==> src/rtl/ahbl_master_ctrl.sv <==
// ahbl_master_ctrl: AHB-Lite initiator behind a valid/ready command port.
// Issues SINGLE/NONSEQ transfers with address/data-phase pipelining. It
// honours wait states and the two-cycle ERROR response, and re-issues a
// pipelined transfer once if its address phase was cancelled by an ERROR.
// Optional build macro: ALIGN_CHECK_EN rejects misaligned or oversized
// commands with an error response and never puts them on the bus.
//
// state     | meaning
// ST_RUN    | normal pipelined operation
// ST_CANCEL | second ERROR cycle; pending address phase driven IDLE
// ST_REPLAY | cancelled transfer re-driven as NONSEQ
module ahbl_master_ctrl #(
  parameter logic [3:0]  HPROT_VAL = 4'b0011,
  parameter logic [31:0] ID        = 32'h0000_0000
) (
  input  logic        HCLK,
  input  logic        HRESETn,
  input  logic        cmd_valid,
  output logic        cmd_ready,
  input  logic [31:0] cmd_addr,
  input  logic        cmd_write,
  input  logic [2:0]  cmd_size,
  input  logic [31:0] cmd_wdata,
  output logic        rsp_valid,
  output logic [31:0] rsp_rdata,
  output logic        rsp_err,
  output logic [31:0] HADDR,
  output logic [1:0]  HTRANS,
  output logic        HWRITE,
  output logic [2:0]  HSIZE,
  output logic [2:0]  HBURST,
  output logic [3:0]  HPROT,
  output logic [31:0] HWDATA,
  input  logic        HREADY,
  input  logic        HRESP,
  input  logic [31:0] HRDATA
);

  typedef enum logic [1:0] {
    ST_RUN    = 2'd0,
    ST_CANCEL = 2'd1,
    ST_REPLAY = 2'd2
  } state_t;

  state_t      state, state_nxt;
  logic        ap_valid;
  logic [31:0] ap_addr;
  logic        ap_write;
  logic [2:0]  ap_size;
  logic [31:0] ap_wdata;
  logic        dp_valid;
  logic        dp_write;
  logic        cancel, replay;
  logic        ap_nonseq;
  logic        base_ready;
  logic        cmd_bad;
  logic        issue_fire;
  logic        bad_fire;
  logic        dp_done;
  logic [31:0] id_unused;

  // Instance identifier is only meaningful to trace tooling around the block.
  assign id_unused = ID;

  assign cancel     = (state == ST_CANCEL);
  assign replay     = (state == ST_REPLAY);
  assign ap_nonseq  = ap_valid & ~cancel;
  assign base_ready = ~cancel & ~replay & (HREADY | ~ap_valid);
  assign dp_done    = HREADY & dp_valid;

`ifdef ALIGN_CHECK_EN
  // Bad commands wait for a fully idle pipeline so their error response
  // cannot overtake or collide with a bus response.
  assign cmd_bad   = (cmd_size > 3'd2)
                   | ((cmd_size == 3'd1) & cmd_addr[0])
                   | ((cmd_size == 3'd2) & (cmd_addr[1:0] != 2'b00));
  assign cmd_ready = cmd_bad ? (~cancel & ~replay & ~ap_valid & ~dp_valid) : base_ready;
`else
  assign cmd_bad   = 1'b0;
  assign cmd_ready = base_ready;
`endif

  assign issue_fire = cmd_valid & cmd_ready & ~cmd_bad;
  assign bad_fire   = cmd_valid & cmd_ready & cmd_bad;

  assign HADDR  = ap_addr;
  assign HTRANS = ap_nonseq ? 2'b10 : 2'b00;
  assign HWRITE = ap_write;
  assign HSIZE  = ap_size;
  assign HBURST = 3'b000;
  assign HPROT  = HPROT_VAL;

  // Error-recovery state register.
  always_ff @(posedge HCLK or negedge HRESETn) begin
    if (!HRESETn) state <= ST_RUN;
    else          state <= state_nxt;
  end

  // Cancel only when an address phase is pending behind the erroring data phase.
  always_comb begin
    state_nxt = state;
    case (state)
      ST_RUN:    if (dp_valid & HRESP & ~HREADY & ap_valid) state_nxt = ST_CANCEL;
      ST_CANCEL: if (HREADY) state_nxt = ST_REPLAY;
      ST_REPLAY: if (HREADY) state_nxt = ST_RUN;
      default:   state_nxt = ST_RUN;
    endcase
  end

  // Address-phase holding register; kept through a cancel for the replay.
  always_ff @(posedge HCLK or negedge HRESETn) begin
    if (!HRESETn) begin
      ap_valid <= 1'b0;
      ap_addr  <= '0;
      ap_write <= 1'b0;
      ap_size  <= '0;
      ap_wdata <= '0;
    end else if (issue_fire) begin
      ap_valid <= 1'b1;
      ap_addr  <= cmd_addr;
      ap_write <= cmd_write;
      ap_size  <= cmd_size;
      ap_wdata <= cmd_wdata;
    end else if (HREADY & ~cancel) begin
      ap_valid <= 1'b0;
    end
  end

  // Data phase advances whenever the current address phase completes.
  always_ff @(posedge HCLK or negedge HRESETn) begin
    if (!HRESETn) begin
      dp_valid <= 1'b0;
      dp_write <= 1'b0;
      HWDATA   <= '0;
    end else if (HREADY) begin
      dp_valid <= ap_nonseq;
      dp_write <= ap_write;
      HWDATA   <= ap_wdata;
    end
  end

  // One registered response per completed data phase or rejected command.
  always_ff @(posedge HCLK or negedge HRESETn) begin
    if (!HRESETn) begin
      rsp_valid <= 1'b0;
      rsp_err   <= 1'b0;
      rsp_rdata <= '0;
    end else begin
      rsp_valid <= dp_done | bad_fire;
      rsp_err   <= dp_done ? HRESP : bad_fire;
      rsp_rdata <= (dp_done & ~dp_write) ? HRDATA : '0;
    end
  end

endmodule
==> config.mk <==
export PLATFORM = sky130hd
export DESIGN_NAME = ahbl_master_ctrl
export DESIGN_NICKNAME = d
export VERILOG_FILES = /design/src/rtl/ahbl_master_ctrl.sv
export SDC_FILE = /design/constraint.sdc
export NUM_CORES = 1
export LEC_CHECK = 0
export ABC_AREA = 1
export ABC_CLOCK_PERIOD_IN_PS = 1900
export CAP_MARGIN = 20
export CORE_MARGIN = 3
export CORE_UTILIZATION = 40
export CTS_CLUSTER_DIAMETER = 50
export CTS_CLUSTER_SIZE = 10
export DETAILED_ROUTE_END_ITERATION = 16
export MAX_ROUTING_LAYER = met4
export PLACE_DENSITY = 0.75
export SYNTH_ARGS = -nofsm -noshare
export SYNTH_HDL_FRONTEND = slang
export SYNTH_SLANG_ARGS = --single-unit
==> constraint.sdc <==
create_clock -name HCLK -period 1.9 [get_ports HCLK]
set_input_delay 0.19 -clock HCLK [delete_from_list [all_inputs] [get_ports HCLK]]
set_output_delay 0.19 -clock HCLK [all_outputs]
set_load 0.05 [all_outputs]
==> summary.txt <==
Worst hold path
  • Hold wc startpoint: cmd_valid
  • Hold Path Class: in2reg
  • Hold Path Sink: ap_wdata[24]$_DFFE_PN0P_
  • Worst hold path cell count: 3

STA
  • Max-slew headroom: roughly three fifths
  • Slew Limit Fails: 0
  • Final setup viols: 0
  • Setup TNS: 0 ns
  • Final worst slack: 0.0846 ns
  • Unrepaired setup endpoints after global routing: no
  • Final period util: 95.5%
  • Min Clock Period, post-route: 1.82 ns
  • Actual slew at the worst max-slew pin: between 0.5 and 0.6 ns
  • Final setup skew: 0.00612 ns
  • Peak Freq: 551 MHz
  • Final hold viol count: 0

Setup path
  • R2r worst-path depth: 8
  • Crit-path max FO: 2
  • CP startpoint kind: flip-flop
  • Setup CP Type: reg2out
  • Setup slack, reg-to-reg: 0.24 ns
  • R2R Path End: ap_wdata[6]$_DFFE_PN0P_
  • Worst setup EP type: output pin
  • CP top delay family: buffers and inverters
  • Bufs and invs on worst path: 1
  • Slowest CP cell: clkdlybuf4s50_1
  • WP data required: 1.71 ns
  • Crit path largest cell delay: 0.87 ns
  • Worst r2r src: state[0]$_DFFE_PN0P_
  • Crit path arrival time: roughly 1.6 ns
  • Critical-path cell list: clkdlybuf4s50_1

Layout
  • Area delta synth->final: 53.2%
  • Commonest non-fill, non-tap cell in the layout: nand2_1
  • Fraction of layout cells with a size suffix above 1: 6.82%
  • Commonest non-fill, non-tap cells in the layout: nand2_1, clkdlybuf4s50_1, dfrtp_1
  • # diodes: 0
  • Nets: 904

Synth
  • Post-synthesis sequential area ratio: 64.9%
  • Post-synth top area share: 64.9%
  • Area leader, netlist: dfrtp_1
  • Yosys cell types: 17
  • Top cells by area, synth: dfrtp_1, nand2_1, nand3_1
  • Syn Std Cell Area: approximately 5400 um2
  • Syn Area/Cell: about 9.2 um2
  • Instance count of the mapped netlist: 583
  • Yosys warns: 0
  • FF+latch count, synth: about 140

CTS
  • Clock transition at the registers of the reported paths: 0.06 ns
  • Clock latency on the worst-skew pair: 0.41 ns
  • CTS tree: done
  • TritonCTS buffer count: 17
  • Clk sinks: 139
  • Root buffer cell: clkbuf_16
  • Maximum buffer depth of the clock tree: 2
  • CTS HTree Levels: 4

Detailed routing
  • DR vias: ~4500
  • Detailed Route Iter0 Violations: 243
  • Routed vias/inst: 4.59
  • DRT Wirelength: roughly 14 mm
  • Pre-antenna DRT Iters: 4
  • DRC: 0
  • Detailed-route wire length per cell: approximately 14 um
  • Antenna Nets Post-Route: 0

Global route
  • Gr ovfl total: 0
  • Vias in the first global route: around 4600
  • M3 GR Usage: just over 6%
  • Initial antenna violation count: 0
  • First-pass GRT wire length: 22.5 mm
  • GR Layer Usage met1: 24.0%
  • Pin count of the biggest net entering global routing: 57
  • GRT Resource Usage Total: 20.3%
  • Gr busiest metal: met2
  • M2 GR Usage: between 30% and 40%

Floorplan
  • I/O pin count: ~220
  • Die Wd: 122 um
  • Core area: 12900 um2
  • Die footprint: 14800 um2
  • Site row count: 41
  • Starting Density: a little over two fifths
  • Die height: 122 um

Place
  • DP HPWL: 10.0 mm
  • RD Place Congestion: 0.764
  • Port Buf Inserts: around 210
  • Pre-CTS setup slack: roughly 0.24 ns

Job
  • MaxCap Viol Count: 0

Outcome
  • Status: finished clean

Power and ir drop
  • Peak VDD IR: 0.000866 V
  • Static Leak: roughly 4.2 nW
  • PwrDens: 1790 nW/um2
final cells by class:
cell class	instances	area, um2
clock inverters	6	38.8
well taps	172	215
clock buffers	25	495
multi-input cells	369	1520
repair buffers	228	2310
flip-flops and latches	139	3480
inverters	40	150
fillers	1064	4670
stage by stage:
step	total power, W	utilization, %	instance area, um2	cells	hold WS [ns]
after floorplan	0.00914	-	5380	589	-0.106
after global placement	0.0115	59.2	7620	942	0.164
after detailed placement	0.0116	59.2	7620	942	0.167
after CTS	0.0147	63.5	8170	975	0.170
after global routing	0.0155	63.7	8210	979	0.182
final	0.0147	63.7	8210	979	0.167
per-layer routing:
| layer | wire length, um | vias to the layer above | part of all wire, % |
|---|---|---|---|
| met1 | 5920 | 2119 | 42 |
| met5 | 0 | - | 0 |
| met3 | 1070 | 13 | 7.6 |
| met4 | 180 | 0 | 1.3 |
| met2 | 6940 | 181 | 49 |
| li1 | - | 2183 | - |
logic make-up after synthesis:
family,Yosys count,synth area share [%]
fa+ha+maj,4,0.934
buf+inv,81,7.05
compound gates,3,0.280
simple gates,354,26.7
other cells,2,0.140
flops,139,64.9
cells in the mapped netlist:
master    instances
buf_6             1
nor2_2            1
buf_1             4
ha_1              4
nand2_2           1
buf_4            13
buf_2            14
dfrtp_1         139
inv_2             1
conb_1            2
nor2_1           34
o21ai_0           3
nand2_1         247
inv_1            39
nand3_1          70
nor2_4            1
clkbuf_1          9
where the power goes:
| group | switching (W) | internal (W) |
|---|---|---|
| sequential | 0.000594 | 0.00408 |
| clock | 0.00116 | 0.00179 |
| combinational | 0.00468 | 0.00236 |
| total | 0.00643 | 0.00823 |
repair_timing:
item | in CTS | in global routing
pin swaps | 1 | 0
hold buffers | 1 | 0
resized for setup | 1 | 1
buffers inserted | 1 | 4
endpoints found under the hold margin | 48 | 0
setup endpoints to repair | 1 | 1
gates cloned | 0 | 0
state kept, by name (all words and copies together), names as in the netlist, 2 cells and up:
register,cells
HADDR,32
HWDATA,32
ap_wdata,32
HSIZE,3
rsp_rdata,32
state,2
how the worst max path moves through the flow:
stage	start	end	cells past startpoint
2_1_floorplan	state[0]$_DFFE_PN0P_	HADDR[22]$_DFFE_PN0P_	6
3_3_place_gp	HREADY	ap_wdata[6]$_DFFE_PN0P_	6
3_5_place_dp	HREADY	ap_wdata[6]$_DFFE_PN0P_	6
4_1_cts	state[0]$_DFFE_PN0P_	cmd_ready	5
5_1_grt	state[0]$_DFFE_PN0P_	cmd_ready	5
6_report	HWDATA[3]$_DFFE_PN0P_	HWDATA[3]	1
Power figures use the tool's default switching activity.
